<file path="config.mk">
export PLATFORM = sky130hd
export DESIGN_NAME = debounce_filter
export DESIGN_NICKNAME = d
export VERILOG_FILES = /design/src/rtl/debounce_filter.sv
export SDC_FILE = /design/constraint.sdc
export NUM_CORES = 1
export LEC_CHECK = 0
export ABC_AREA = 1
export BUFFER_PORTS_ARGS = -buffer_cell sky130_fd_sc_hd__buf_2
export CELL_PAD_IN_SITES_DETAIL_PLACEMENT = 1
export CELL_PAD_IN_SITES_GLOBAL_PLACEMENT = 1
export CORE_MARGIN = 2
export CORE_UTILIZATION = 40
export DETAILED_ROUTE_END_ITERATION = 8
export PLACE_DENSITY = 0.75
export SLEW_MARGIN = 20
export SYNTH_ARGS = -nofsm -noshare
export SYNTH_HDL_FRONTEND = slang
export SYNTH_SLANG_ARGS = --single-unit
</file>
<file path="constraint.sdc">
create_clock -name clk_i -period 2.6 [get_ports clk_i]
set_input_delay 0.78 -clock clk_i [delete_from_list [all_inputs] [get_ports clk_i]]
set_output_delay 0.78 -clock clk_i [all_outputs]
set_load 0.05 [all_outputs]
</file>
<file path="src/rtl/debounce_filter.sv">
// Per-line debounce with registered rise/fall strobes and a busy flag.
// Define DEBOUNCE_FILTER_SYNC_EN to add a two-flop synchronizer ahead of the filter.
module debounce_filter #(
    parameter int CNT_W = 8
) (
    input  logic             clk_i,
    input  logic             rst_i,
    input  logic             en_i,
    input  logic             clr_i,
    input  logic [CNT_W-1:0] thresh_i,
    input  logic             d_i,
    output logic             level_o,
    output logic             rise_o,
    output logic             fall_o,
    output logic             busy_o
);

    // Bit 1 is the committed level and bit 0 marks a qualification in progress.
    localparam logic [1:0] ST_LO  = 2'd0;
    localparam logic [1:0] CHK_HI = 2'd1;
    localparam logic [1:0] ST_HI  = 2'd2;
    localparam logic [1:0] CHK_LO = 2'd3;

    logic [1:0]       state_r, state_s;
    logic [CNT_W-1:0] cnt_r, cnt_s;
    logic             rise_r, rise_s;
    logic             fall_r, fall_s;
    logic             samp_s;
    logic [CNT_W:0]   need_s;
    logic [CNT_W:0]   next_cnt_s;
    logic             need_one_s;
    logic             commit_s;

`ifdef DEBOUNCE_FILTER_SYNC_EN
    logic sync1_r, sync2_r;

    // Two-flop synchronizer, clocked every cycle regardless of en_i.
    always_ff @(posedge clk_i or posedge rst_i) begin
        if (rst_i) begin
            sync1_r <= 1'b0;
            sync2_r <= 1'b0;
        end else begin
            sync1_r <= d_i;
            sync2_r <= sync1_r;
        end
    end

    assign samp_s = sync2_r;
`else
    assign samp_s = d_i;
`endif

    // One extra bit keeps cnt+1 from wrapping when thresh_i is all ones.
    assign need_s     = (thresh_i == {CNT_W{1'b0}}) ? {{CNT_W{1'b0}}, 1'b1} : {1'b0, thresh_i};
    assign next_cnt_s = {1'b0, cnt_r} + {{CNT_W{1'b0}}, 1'b1};
    assign need_one_s = (need_s == {{CNT_W{1'b0}}, 1'b1});
    assign commit_s   = (next_cnt_s >= need_s);

    // Next-state, counter and strobe decode.
    always_comb begin
        state_s = state_r;
        cnt_s   = cnt_r;
        rise_s  = 1'b0;
        fall_s  = 1'b0;
        if (clr_i) begin
            state_s = ST_LO;
            cnt_s   = {CNT_W{1'b0}};
        end else if (en_i) begin
            case (state_r)
                ST_LO: begin
                    if (samp_s) begin
                        if (need_one_s) begin
                            state_s = ST_HI;
                            rise_s  = 1'b1;
                        end else begin
                            state_s = CHK_HI;
                            cnt_s   = {{(CNT_W-1){1'b0}}, 1'b1};
                        end
                    end else begin
                        state_s = ST_LO;
                    end
                end
                CHK_HI: begin
                    if (!samp_s) begin
                        state_s = ST_LO;
                        cnt_s   = {CNT_W{1'b0}};
                    end else if (commit_s) begin
                        state_s = ST_HI;
                        cnt_s   = {CNT_W{1'b0}};
                        rise_s  = 1'b1;
                    end else begin
                        cnt_s   = next_cnt_s[CNT_W-1:0];
                    end
                end
                ST_HI: begin
                    if (!samp_s) begin
                        if (need_one_s) begin
                            state_s = ST_LO;
                            fall_s  = 1'b1;
                        end else begin
                            state_s = CHK_LO;
                            cnt_s   = {{(CNT_W-1){1'b0}}, 1'b1};
                        end
                    end else begin
                        state_s = ST_HI;
                    end
                end
                CHK_LO: begin
                    if (samp_s) begin
                        state_s = ST_HI;
                        cnt_s   = {CNT_W{1'b0}};
                    end else if (commit_s) begin
                        state_s = ST_LO;
                        cnt_s   = {CNT_W{1'b0}};
                        fall_s  = 1'b1;
                    end else begin
                        cnt_s   = next_cnt_s[CNT_W-1:0];
                    end
                end
                default: begin
                    state_s = ST_LO;
                    cnt_s   = {CNT_W{1'b0}};
                end
            endcase
        end else begin
            state_s = state_r;
            cnt_s   = cnt_r;
        end
    end

    // Filter state and strobe registers.
    always_ff @(posedge clk_i or posedge rst_i) begin
        if (rst_i) begin
            state_r <= ST_LO;
            cnt_r   <= {CNT_W{1'b0}};
            rise_r  <= 1'b0;
            fall_r  <= 1'b0;
        end else begin
            state_r <= state_s;
            cnt_r   <= cnt_s;
            rise_r  <= rise_s;
            fall_r  <= fall_s;
        end
    end

    assign level_o = state_r[1];
    assign busy_o  = state_r[0];
    assign rise_o  = rise_r;
    assign fall_o  = fall_r;

endmodule

</file>
## Yosys cells after proc, flatten, opt, wreduce, memory -nomap -nowiden

Index checks and enable logic that the tools add are counted.

| storage, ports and cells | value |
|---|---|
| register bits | 12 |
| input port bits | 13 |
| output and inout port bits | 4 |

| operators by class | value |
|---|---|
| add/sub/neg operators | 1 |
| $lt $le $gt $ge | 1 |
| equality and inequality tests | 8 |
| muxes and demuxes | 33 |
| reduce and logical (&&, ||, !) cells | 5 |

Operators by type and width:

| cell | count |
|---|---|
| $mux W8 | 9 |
| $pmux W8 S4 | 1 |
| $mux W2 | 10 |
| $mux W1 | 10 |
| $add A8 B1 Y9 const B | 1 |
| $ge A9 B8 Y1 | 1 |
| $eq A8 B1 Y1 const B | 1 |
| $logic_not A8 Y1 | 1 |
| $ne A4 B4 Y1 const B | 2 |
| $pmux W2 S4 | 1 |
| $ne A3 B3 Y1 const B | 2 |
| $reduce_and A3 Y1 | 2 |
| $eq A2 B2 Y1 const B | 2 |
| $pmux W1 S2 | 2 |
| $eq A2 B1 Y1 const B | 1 |
| $logic_not A2 Y1 | 1 |
| $reduce_bool A2 Y1 | 1 |

## Depth between registers and ports, before layout

Gate-level depths: netlist (run 1).

| logic depth | value |
|---|---|
| word-level depth | 8 |
| mapped depth | 16 |
| mapped depth without buffers | 16 |

## Least setup slack after synthesis (run 1)

No wires, ideal clock.

| timing path | value |
|---|---|
| kind | in2reg |
| from | input port thresh_i[4] |
| to | register cnt_r[1] |
| library setup time | 74 ps |
| arrival | 2188 ps |
| data required time | 2526 ps |
| slack | 338 ps |
| cell stages on the path | 12 |
| buffers on the path | 0 |
| cells stage by stage | nor4_1 a41o_1 ha_1 inv_1 nand2_1 nand2_1 nand3_1 nand2_1 nand2_1 a21boi_4 nand3_4 o21ai_2 |

| on the way | value |
|---|---|
| word-level cells in the longest chain between the ends | 8 |

RTL lines:

| what | RTL line | RTL |
|---|---|---|
| start, declared | 10 | `input logic [CNT_W-1:0] thresh_i,` |
| $logic_not A8 Y1 | 54 | `assign need_s = (thresh_i == {CNT_W{1'b0}}) ? {{CNT_W{1'b0}}, 1'b1} : {1'b0, thresh_i};` |
| $mux W8 (*) | 54 |  |
| $ge A9 B8 Y1 / $eq A8 B1 Y1 (equally long branches) | 57, 56 |  |
| $mux W8, on equally long branches (2 in a row) | - |  |
| $pmux W8 S4 (*) | 69 | `case (state_r)` |
| $mux W8 (*) | 68 | `end else if (en_i) begin` |
| $mux W8 (*) | 65 | `if (clr_i) begin` |
| end signal, assigned | 135 | `cnt_r <= {CNT_W{1'b0}};` |
| end signal, assigned | 140 | `cnt_r <= cnt_s;` |
| end, declared | 25 | `logic [CNT_W-1:0] cnt_r, cnt_s;` |

Mark *: on every way between the ends. The rest lies on a longest branch, timed or not. The select of a mux whose other input is x is not followed.
A chain may end at the register's enable or synchronous reset.

## Worst setup path in the final report (run 1)

| timing path | value |
|---|---|
| from | register cnt_r[0] |
| to | register state_r[0] |

| on the way | value |
|---|---|
| word-level cells in the longest chain between the ends | 4 |

RTL lines:

| what | RTL line | RTL |
|---|---|---|
| $add A8 B1 Y9 (*) | 55 | `assign next_cnt_s = {1'b0, cnt_r} + {{CNT_W{1'b0}}, 1'b1};` |
| $ge A9 B8 Y1 (*) | 57 | `assign commit_s = (next_cnt_s >= need_s);` |
| $ne A4 B4 Y1 (no source line) | - |  |
| $reduce_and A3 Y1 (no source line) (*) | - |  |
| end signal, assigned | 139 | `state_r <= state_s;` |
| end, declared | 24 | `logic [1:0] state_r, state_s;` |

Mark *: on every way between the ends. The rest lies on a longest branch, timed or not.

==> qor.txt, run 1 <==
WS Path Type -> flop to flop
pin count of the biggest net entering global routing -> 13
Reg2Reg Depth -> 16
fmax -> 416 MHz
Reg clk slew, reported paths -> 0.08 ns
synth warn -> 0
Iter 0 DRT Violations -> 24
syn_area_per_cell -> 7.56 um^2
vias per cell -> 5.24
Pre-Repair DR Iteration Count -> 4
Ports -> 17
cell mode on critical path -> nand2_1
Syn Nets -> 163
critical path fanouts, max -> 3
H-tree levels -> 1
ANT cells -> 0
Initial Util -> 0.426
critical path's largest stage delay -> 0.40 ns
initial antenna violation count -> 0
Clock Skew -> 0.00619 ns
GR Overflow Total -> 0
Routed wire per std cell -> 14.5 um
status -> complete, no violations
Placed Cells -> 187
WHS -> 0.493 ns
Synth Flop Type -> dfrtp_1
Post-Synth Simple-Gate Area -> 0.303
Buf/Inv on CP -> 1
Max-slew headroom -> 0.687
largest family of logic cells by synthesized area -> simple AND/OR/NAND/NOR gates
post-synthesis mux area share -> 0
Async SR Flop Fraction -> 1.00
number of cells on the critical path -> 16
Total Wirelength -> 2.80 mm
actual slew at the worst max-slew pin -> 0.469 ns
Synth Instances -> 141
reg-to-reg slack, setup -> 0.19 ns
final std cells w/o fill -> 193
pins over their slew limit -> 0
clock sinks -> 12
vias in the first global route -> 1049
Critical Path Slowest Stage Cell -> dfrtp_1
CTS max path bufs -> 2
die area -> 3090 um^2
crit path cell chain -> ha_2 -> nand3_2 -> xor2_2 -> inv_1 -> ha_1 -> nand2_1 -> nor2_1 -> nand2_1 -> nand3_1 -> nand2_1 -> nand2_1 -> nand2_1 -> nand3_1 -> nand3_1 -> nand2_1 -> nand2_1
reg2reg end -> state_r[0]
Root Buffer -> clkbuf_4
Tmin final -> 2.41 ns
die height -> 55.6 um
Synth cell types -> 28
R2R Path Start -> cnt_r[0]
# rows -> 18
drt drc -> 0
GP Congestion -> 0.808
adder-cell share of the synthesized area -> 0.106
Data arrival, critical path -> 2.59 ns
CTS buffer count -> 3
worst skew pair latency -> 0.28 ns
footprint of the multi-input gates -> 663 um^2
post-DP HPWL -> 2.30 mm
DR vias -> 1011
die width -> 55.6 um
CTS tree -> done
GR Util All Layers -> 0.200
Synth Area in XOR/XNOR -> 0.0493
Fin. Hold Viols -> 0
pwr dens -> 415 nW/um^2
fin nets -> 186
post-synthesis cell area -> 1070 um^2
final setup fails -> 0
Critical Path Source -> cnt_r[0]
Critical Path RT -> 2.78 ns
worst setup path end -> state_r[0]
#FFs+latches synth -> 12
CP startpoint kind -> flop
CP top delay family -> simple AND/OR/NAND/NOR gates
number of synthesized flops with an enable pin -> 0
share of cells above drive strength 1 -> 0.264
Leak -> 0.717 nW
Core ar. -> 2500 um^2
Max Cap Viol -> 0
layout filler cell count -> 339
Worst Hold Class -> input port to async pin
first-pass GRT wire length -> 4.81 mm
post-route ant nets -> 0
Util after Layout -> 0.500
Seq. cell area -> 302 um^2
ratio of final minimum period to clock period -> 0.925
Setup crit end kind -> flop
Seq/Total Area, Yosys -> 0.282
compound-cell area share of the yosys netlist -> 0.148
area grow syn2layout -> 17.3%
port bufs -> 16
worst vdd rail ir drop -> 291 uV
cell type report:
type / instances / area share
Timing Repair Buffer: 19 / 0.0821
Inverter: 29 / 0.0871
Sequential cell: 12 / 0.241
Multi-Input combinational cell: 99 / 0.531
Tap cell: 30 / 0.0300
Clock buffer: 4 / 0.0290
flip-flops by register name, summed over array words and instances (netlist names):
register  flops
state_r       2
rise_o        1
fall_o        1
cnt_r         8
Yosys cell counts, types with 2 or more instances:
master,n,area [um^2]
nand2_1,30,113
a21oi_1,6,30.0
ha_1,9,113
dfrtp_1,12,300
nand3_1,8,40.0
nor4_1,2,12.5
inv_2,2,7.51
xor2_1,5,43.8
nor2_1,9,33.8
o21ai_0,2,10.0
inv_1,26,97.6
nand4_1,9,56.3
o21ai_2,6,52.6
how the worst min path moves through the flow:
stage                        start       end  cells after the start
after floorplan           cnt_r[1]  cnt_r[1]                      2
after global placement    cnt_r[1]  cnt_r[1]                      2
after detailed placement  cnt_r[3]  cnt_r[3]                      2
after CTS                    rst_i    fall_o                      2
after global routing         rst_i    fall_o                      2
final                        rst_i  cnt_r[6]                      2
report_power, final:
part           internal, mW  switching, mW  leakage (nW)
combinational        0.0527          0.106         0.534
clock                0.0853         0.0670        0.0210
sequential            0.196         0.0123         0.162
logic make-up after synthesis:
group	Yosys count
compound gates	20
simple gates	64
flops	12
buf+inv	30
fa+ha+maj	9
xor+xnor	6
metrics by stage:
step | TNS, ns | instance area [um^2] | power, mW | setup WS [ns]
2_1_floorplan | 0 | 1070 | 0.319 | 0.338
3_3_place_gp | 0 | 1180 | 0.360 | 0.116
3_5_place_dp | 0 | 1180 | 0.367 | 0.0193
4_1_cts | 0 | 1220 | 0.519 | 0.0436
5_1_grt | -0.0424 | 1250 | 0.550 | -0.0196
6_report | 0 | 1250 | 0.519 | 0.195
cell usage in the layout, fill, tap and decap left out, drive strengths merged:
| cell type | Yosys | final |
|---|---|---|
| a21boi | 1 | 1 |
| a21oi | 7 | 7 |
| a31o | 1 | 1 |
| a41o | 1 | 1 |
| buf | 1 | 19 |
| clkbuf | 0 | 4 |
| clkinv | 1 | 1 |
| dfrtp | 12 | 12 |
| ha | 9 | 9 |
| inv | 28 | 28 |
| nand2 | 31 | 31 |
| nand3 | 10 | 10 |
| nand4 | 9 | 9 |
| nor2 | 10 | 10 |
| nor3 | 1 | 1 |
| nor4 | 2 | 2 |
| o21ai | 9 | 9 |
| o22ai | 1 | 1 |
| or2 | 1 | 1 |
| xnor2 | 1 | 1 |
| xor2 | 5 | 5 |
layer usage:
metal,track usage,share of wire,vias up
met5,0,0,-
li1,-,-,510
met4,0.0836,0.018,0
met2,0.337,0.47,18
met1,0.261,0.49,479
met3,0.0209,0.022,4
repair_timing:
action | 4_1_cts | 5_1_grt
buffers inserted | 0 | 2
hold buffers | 0 | 0
setup endpoints to repair | 0 | 12
gates resized for setup | 0 | 4
Power figures use the tool's default switching activity.
==> run 2: changes to the inputs <==
--- a/config.mk
+++ b/config.mk
@@ -5,14 +5,13 @@
 export SDC_FILE = /design/constraint.sdc
 export NUM_CORES = 1
 export LEC_CHECK = 0
-export ABC_AREA = 1
 export BUFFER_PORTS_ARGS = -buffer_cell sky130_fd_sc_hd__buf_2
 export CELL_PAD_IN_SITES_DETAIL_PLACEMENT = 1
 export CELL_PAD_IN_SITES_GLOBAL_PLACEMENT = 1
 export CORE_MARGIN = 2
-export CORE_UTILIZATION = 40
+export CORE_UTILIZATION = 41
 export DETAILED_ROUTE_END_ITERATION = 8
-export PLACE_DENSITY = 0.75
+export PLACE_DENSITY = 0.74
 export SLEW_MARGIN = 20
 export SYNTH_ARGS = -nofsm -noshare
 export SYNTH_HDL_FRONTEND = slang
==> qor.txt, run 2 <==
Leak -> 0.688 nW (-4.1%)
GP Congestion -> 0.793 (-1.8%)
footprint of the multi-input gates -> 713 um^2 (+7.5%)
Post-synth top cells -> dfrtp_1, ha_1, inv_1
fin nets -> 156 (-16%)
drt drc -> 0 (unchanged)
DR vias -> 883 (-13%)
number of synthesized flops with an enable pin -> 0 (unchanged)
Iter 0 DRT Violations -> 11 (-54%)
Root Buffer -> clkbuf_4
Most flops, register -> cnt_r
final std cells w/o fill -> 161 (-17%)
vias per cell -> 5.48 (+4.7%)
ratio of final minimum period to clock period -> 0.983 (+0.0574)
Tmin final -> 2.55 ns (+0.149 ns)
Placed Cells -> 154 (-18%)
syn_area_per_cell -> 9.60 um^2 (+27%)
Synth Instances -> 101 (-28%)
share of cells above drive strength 1 -> 0.429 (+0.165)
pin count of the biggest net entering global routing -> 13 (unchanged)
Core ar. -> 2230 um^2 (-11%)
met3 WL post-DR -> 67 um (+6.3%)
critical path fanouts, max -> 8 (+5)
Critical Path RT -> 2.82 ns (+0.04 ns)
dominant cell type by area after synthesis -> dfrtp_1
synth warn -> 0 (unchanged)
Initial Util -> 0.434 (+0.00775)
clock sinks -> 12 (unchanged)
die area -> 2770 um^2 (-10%)
GR Util All Layers -> 0.213 (+0.0125)
fmax -> 391 MHz (-5.8%)
Async SR Flop Fraction -> 1.00 (unchanged)
worst skew pair latency -> 0.28 ns (about the same)
CTS tree -> done
die width -> 52.6 um (-5.4%)
Top Metal Used -> met4
top cell type's share of synthesized area -> 0.310 (+0.0280)
area grow syn2layout -> 34.3%
Seq/Total Area, Yosys -> 0.310 (+0.0280)
Fin. Hold Viols -> 0 (unchanged)
Pre-Repair DR Iteration Count -> 5 (+1)
Seq. cell area -> 302 um^2 (unchanged)
final setup fails -> 0 (unchanged)
initial antenna violation count -> 0 (unchanged)
vias in the first global route -> 907 (-14%)
die height -> 52.6 um (-5.4%)
RSZ-0062 raised after global routing -> yes
Data arrival, critical path -> 2.77 ns (+0.18 ns)
most common cell after layout, fill and taps aside -> buf_2
ANT cells -> 0 (unchanged)
wire length on met1 -> 1.14 mm (-16%)
status -> complete, no violations
layout filler cell count -> 274 (-19%)
CP startpoint kind -> flop
Max Cap Viol -> 0 (unchanged)
Routed wire per std cell -> 16.1 um (+11%)
Max-slew headroom -> 0.678 (-0.00920)
top flop regs -> cnt_r (8), state_r (2)
first-pass GRT wire length -> 4.16 mm (-13%)
Overall Power -> 0.548 mW (+5.6%)
worst vdd rail ir drop -> 366 uV (+26%)
Total Wirelength -> 2.59 mm (-7.4%)
Synth Flop Type -> dfrtp_1
Setup crit end kind -> flop
WHS -> 0.496 ns (+0.00260 ns)
CTS buffer count -> 3 (unchanged)
Reg clk slew, reported paths -> 0.09 ns (about the same)
Synth cell types -> 37 (+32%)
pwr dens -> 421 nW/um^2 (+1.3%)
most frequent cells in the layout -> buf_2, buf_4, dfrtp_1, inv_1
H-tree levels -> 1 (unchanged)
Ports -> 17 (unchanged)
# rows -> 17 (-1)
Syn Nets -> 123 (-25%)
port bufs -> 16 (unchanged)
count leader, synth -> dfrtp_1
WS Path Type -> flop to flop
Clock Skew -> 0.00822 ns (+0.00202 ns)
GR Overflow Total -> 0 (unchanged)
post-DP HPWL -> 1.88 mm (-19%)
CTS max path bufs -> 2 (unchanged)
post-synthesis cell area -> 970 um^2 (-9.0%)
Worst Hold Class -> input port to async pin
post-route ant nets -> 0 (unchanged)
actual slew at the worst max-slew pin -> 0.483 ns (+0.0138 ns)
setup tns final -> 0 ns (unchanged)
hold buffers post-CTS -> 0 (unchanged)
pins over their slew limit -> 0 (unchanged)
met2 wire len -> 1.35 mm (+1.8%)
#FFs+latches synth -> 12 (unchanged)
Largest register FFs -> 8 (unchanged)
synth top area cells -> dfrtp_1, ha_1, xor2_1, inv_1, a311oi_4
-- run 2: changes by cell type after synthesis, moves of 3 or more --
cell and change:
nand2_1 -23, o21ai_0 +3, a21oi_1 -3, inv_1 -17, o21ai_1 +3, nand4_1 -8, o21ai_2 -5, nand2b_1 +4
a22o_1 +3, nor2_1 -6, nand3_1 -5
-- run 2: where the power goes --
part	switching [mW]	internal, mW	leakage (nW)
registers	0.0118	0.196	0.162
clock network	0.0709	0.0852	0.0210
logic	0.105	0.0783	0.504
-- run 2: path summary, 6_finish.rpt --
| kind | from | slack, ns | cells past startpoint | end |
|---|---|---|---|---|
| max in group asynchronous | rst_i | 1.74 | 2 | cnt_r[2] |
| worst max register to register | cnt_r[0] | 0.05 | 11 | cnt_r[4] |
| worst min-delay path | rst_i | 0.50 | 2 | cnt_r[7] |
| worst max-delay path | cnt_r[0] | 0.05 | 11 | cnt_r[4] |
| min in group clk_i | state_r[1] | 0.54 | 1 | rise_o |
| worst min register to register | state_r[1] | 0.54 | 1 | rise_o |
-- run 2: worst max-delay path: stages, from the launching register on --
cell and delay [ns]:
dfrtp_1 0.40, ha_2 0.20, and3_1 0.19, and3_4 0.19, xor2_1 0.15, ha_2 0.19
a211o_1 0.28, a21oi_2 0.13, o21ai_2 0.09, a211o_4 0.38, nor2_4 0.14, a22o_1 0.16
-- run 2: logic make-up after synthesis --
kind of cell | count (synthesis) | share of synthesized area
buffers and inverters | 9 | 0.0348
multiplexers | 1 | 0.0103
flip-flops | 12 | 0.310
XOR/XNOR | 7 | 0.0632
AND/OR/NAND/NOR | 33 | 0.208
adder cells (fa/ha/maj) | 9 | 0.116
AO/OA/AOI/OAI | 30 | 0.258
-- run 2: repair_timing --
item	4_1_cts	5_1_grt
buffers inserted	0	3
pin swaps	2	14
resized for setup	4	16
cloned	0	0
setup endpoints to repair	5	12
hold endpoints to repair	0	0
-- run 2: layout make-up --
cell class,count,share of cell area
Clock buffer,4,0.0279
Sequential cell,12,0.232
Inverter,9,0.0259
Multi-Input combinational cell,80,0.548
Tap cell,28,0.0269
Timing Repair Buffer,28,0.140
-- run 2: metal layers --
layer / vias up / track usage
li1: 436 / -
met1: 418 / 0.243
met2: 21 / 0.388
met3: 8 / 0.0371
met4: 0 / 0.0812
met5: - / 0
-- run 2: stage by stage --
stage / cell area, um^2 / util / setup WS, ns
final: 1300 / 0.583 / 0.0455
after detailed placement: 1160 / 0.519 / -0.170
after floorplan: 976 / - / -0.0340
after global placement: 1160 / 0.519 / -0.123
after global routing: 1300 / 0.583 / -0.0713
after CTS: 1210 / 0.541 / 0.00676
==> run 3: changes to the inputs <==
--- a/config.mk
+++ b/config.mk
@@ -5,13 +5,13 @@
 export SDC_FILE = /design/constraint.sdc
 export NUM_CORES = 1
 export LEC_CHECK = 0
-export BUFFER_PORTS_ARGS = -buffer_cell sky130_fd_sc_hd__buf_2
 export CELL_PAD_IN_SITES_DETAIL_PLACEMENT = 1
 export CELL_PAD_IN_SITES_GLOBAL_PLACEMENT = 1
 export CORE_MARGIN = 2
-export CORE_UTILIZATION = 41
+export CORE_UTILIZATION = 43
 export DETAILED_ROUTE_END_ITERATION = 8
-export PLACE_DENSITY = 0.74
+export DONT_BUFFER_PORTS = 1
+export PLACE_DENSITY = 0.69
 export SLEW_MARGIN = 20
 export SYNTH_ARGS = -nofsm -noshare
 export SYNTH_HDL_FRONTEND = slang
==> qor.txt, run 3 (synthesized netlist as in run 2, its figures left out) <==
Fin. Hold Viols -> 0 (unchanged)
critical path fanouts, max -> 8 (unchanged)
Reg clk slew, reported paths -> 0.08 ns (about the same)
ANT cells -> 0 (unchanged)
Clock Skew -> 0.00515 ns (-0.00307 ns)
design area -> 1200 um^2 (-7.8%)
# rows -> 17 (unchanged)
Worst Hold Class -> input port to async pin
pins over their slew limit -> 0 (unchanged)
H-tree levels -> 1 (unchanged)
initial antenna violation count -> 0 (unchanged)
Placed Cells -> 136 (-12%)
most frequent cells in the layout -> dfrtp_1, buf_4, inv_1, nand2_1, ha_1
clock sinks -> 12 (unchanged)
pre-CTS setup slack -> -0.110 ns (+0.0603 ns)
Reg2Reg Depth -> 10 (-1)
worst setup margin -> 0.0809 ns (+0.0354 ns)
die height -> 51.5 um (-2.2%)
Max-slew headroom -> 0.589 (-0.0885)
GR Util All Layers -> 0.202 (-0.0102)
Max Cap Viol -> 0 (unchanged)
status -> complete, no violations
Initial Util -> 0.447 (+0.0128)
R2R Path Start -> cnt_r[0]
Tmin final -> 2.52 ns (-0.0354 ns)
vias in the first global route -> 876 (-3.4%)
drt drc -> 0 (unchanged)
Ports -> 17 (unchanged)
first-pass GRT wire length -> 3.91 mm (-6.0%)
reg2reg end -> cnt_r[2]
post-DP HPWL -> 1.79 mm (-4.4%)
actual slew at the worst max-slew pin -> 0.616 ns (+0.133 ns)
port bufs -> 0 (-16)
worst skew pair latency -> 0.28 ns (about the same)
CTS max path bufs -> 2 (unchanged)
WS Path Type -> flop to flop
share of cells above drive strength 1 -> 0.357 (-0.0720)
Data arrival, critical path -> 2.73 ns (-0.04 ns)
placed inst area -> 1060 um^2 (-8.2%)
DR vias -> 803 (-9.1%)
Root Buffer -> clkbuf_4
vias per cell -> 5.62 (+2.4%)
ratio of final minimum period to clock period -> 0.969 (-0.0136)
die width -> 51.5 um (-2.2%)
fin nets -> 138 (-12%)
CTS tree -> done
Core ar. -> 2170 um^2 (-2.9%)
WHS -> 0.382 ns (-0.114 ns)
layout filler cell count -> 249 (-9.1%)
Overall Power -> 0.502 mW (-8.3%)
fmax -> 397 MHz (+1.4%)
Total Wirelength -> 2.34 mm (-9.8%)
CP startpoint kind -> flop
worst vdd rail ir drop -> 298 uV (-19%)
die area -> 2650 um^2 (-4.3%)
area grow syn2layout -> 23.9%
Routed wire per std cell -> 16.4 um (+1.6%)
pin count of the biggest net entering global routing -> 13 (unchanged)
Pre-Repair DR Iteration Count -> 2 (-3)
top flop regs -> cnt_r (8), state_r (2)
most common cell after layout, fill and taps aside -> dfrtp_1
GR Overflow Total -> 0 (unchanged)
post-route ant nets -> 0 (unchanged)
Leak -> 0.600 nW (-13%)
Most flops, register -> cnt_r
final std cells w/o fill -> 143 (-11%)
final setup fails -> 0 (unchanged)
Setup crit end kind -> flop
hold buffers post-CTS -> 0 (unchanged)
CTS buffer count -> 3 (unchanged)
reg-to-reg slack, setup -> 0.08 ns (+0.04 ns)
Critical Path RT -> 2.81 ns (about the same)
GP Congestion -> 0.711 (-10%)
pwr dens -> 418 nW/um^2 (-0.60%)
Iter 0 DRT Violations -> 7 (-4)
Largest register FFs -> 8 (unchanged)
-- run 3: worst max-delay path by stage --
stage,start,end,slack (ns),cells after the start
CTS,cnt_r[0],cnt_r[2],0.0004,11
finish,cnt_r[0],cnt_r[2],0.08,10
floorplan,thresh_i[4],cnt_r[5],-0.03,10
global route,cnt_r[0],cnt_r[4],-0.04,10
global placement,cnt_r[1],cnt_r[3],-0.04,11
detailed placement,thresh_i[4],cnt_r[6],-0.11,10
-- run 3: metal layers --
layer	GRT usage	part of all wire	up-vias
li1	-	-	392
met1	0.240	0.43	397
met2	0.357	0.52	12
met3	0.0556	0.039	2
met4	0.0526	0.0051	0
met5	0	0	-
-- run 3: area by class of cell --
class,count,area (um^2),share of cell area
multi-input combinational,80,719,0.599
sequential,12,302,0.251
timing repair buffer,10,75.1,0.0625
clock buffer,4,36.3,0.0302
tap,28,35.0,0.0292
inverter,9,33.8,0.0281
-- run 3: power by group --
| group | switching, mW | internal (mW) | total, mW |
|---|---|---|---|
| Combinational | 0.0710 | 0.0568 | 0.128 |
| Sequential | 0.0251 | 0.196 | 0.221 |
| Clock | 0.0680 | 0.0853 | 0.153 |
-- run 3: through the flow --
| stage | setup TNS (ns) | util |
|---|---|---|
| 6_report | 0 | 0.554 |
| 5_1_grt | -0.126 | 0.554 |
| 4_1_cts | 0 | 0.523 |
| 3_5_place_dp | -0.500 | 0.490 |
| 3_3_place_gp | -0.160 | 0.490 |
| 2_1_floorplan | -0.148 | - |
-- run 3: timing repair --
action / in CTS / in global routing
pin swaps: 4 / 9
buffers inserted: 3 / 0
gates resized for setup: 4 / 13
endpoints found under the hold margin: 0 / 0
setup endpoints to repair: 5 / 11
-- run 3: worst max-delay path, cell delays in order (launching register included) --
cell and delay (ns):
dfrtp_1 0.40, buf_4 0.16, and3_2 0.22, and3_4 0.20, xor2_1 0.15, ha_1 0.31
nor3_2 0.20, nor2_2 0.09, a211o_4 0.39, nor2_4 0.16, a22o_1 0.17
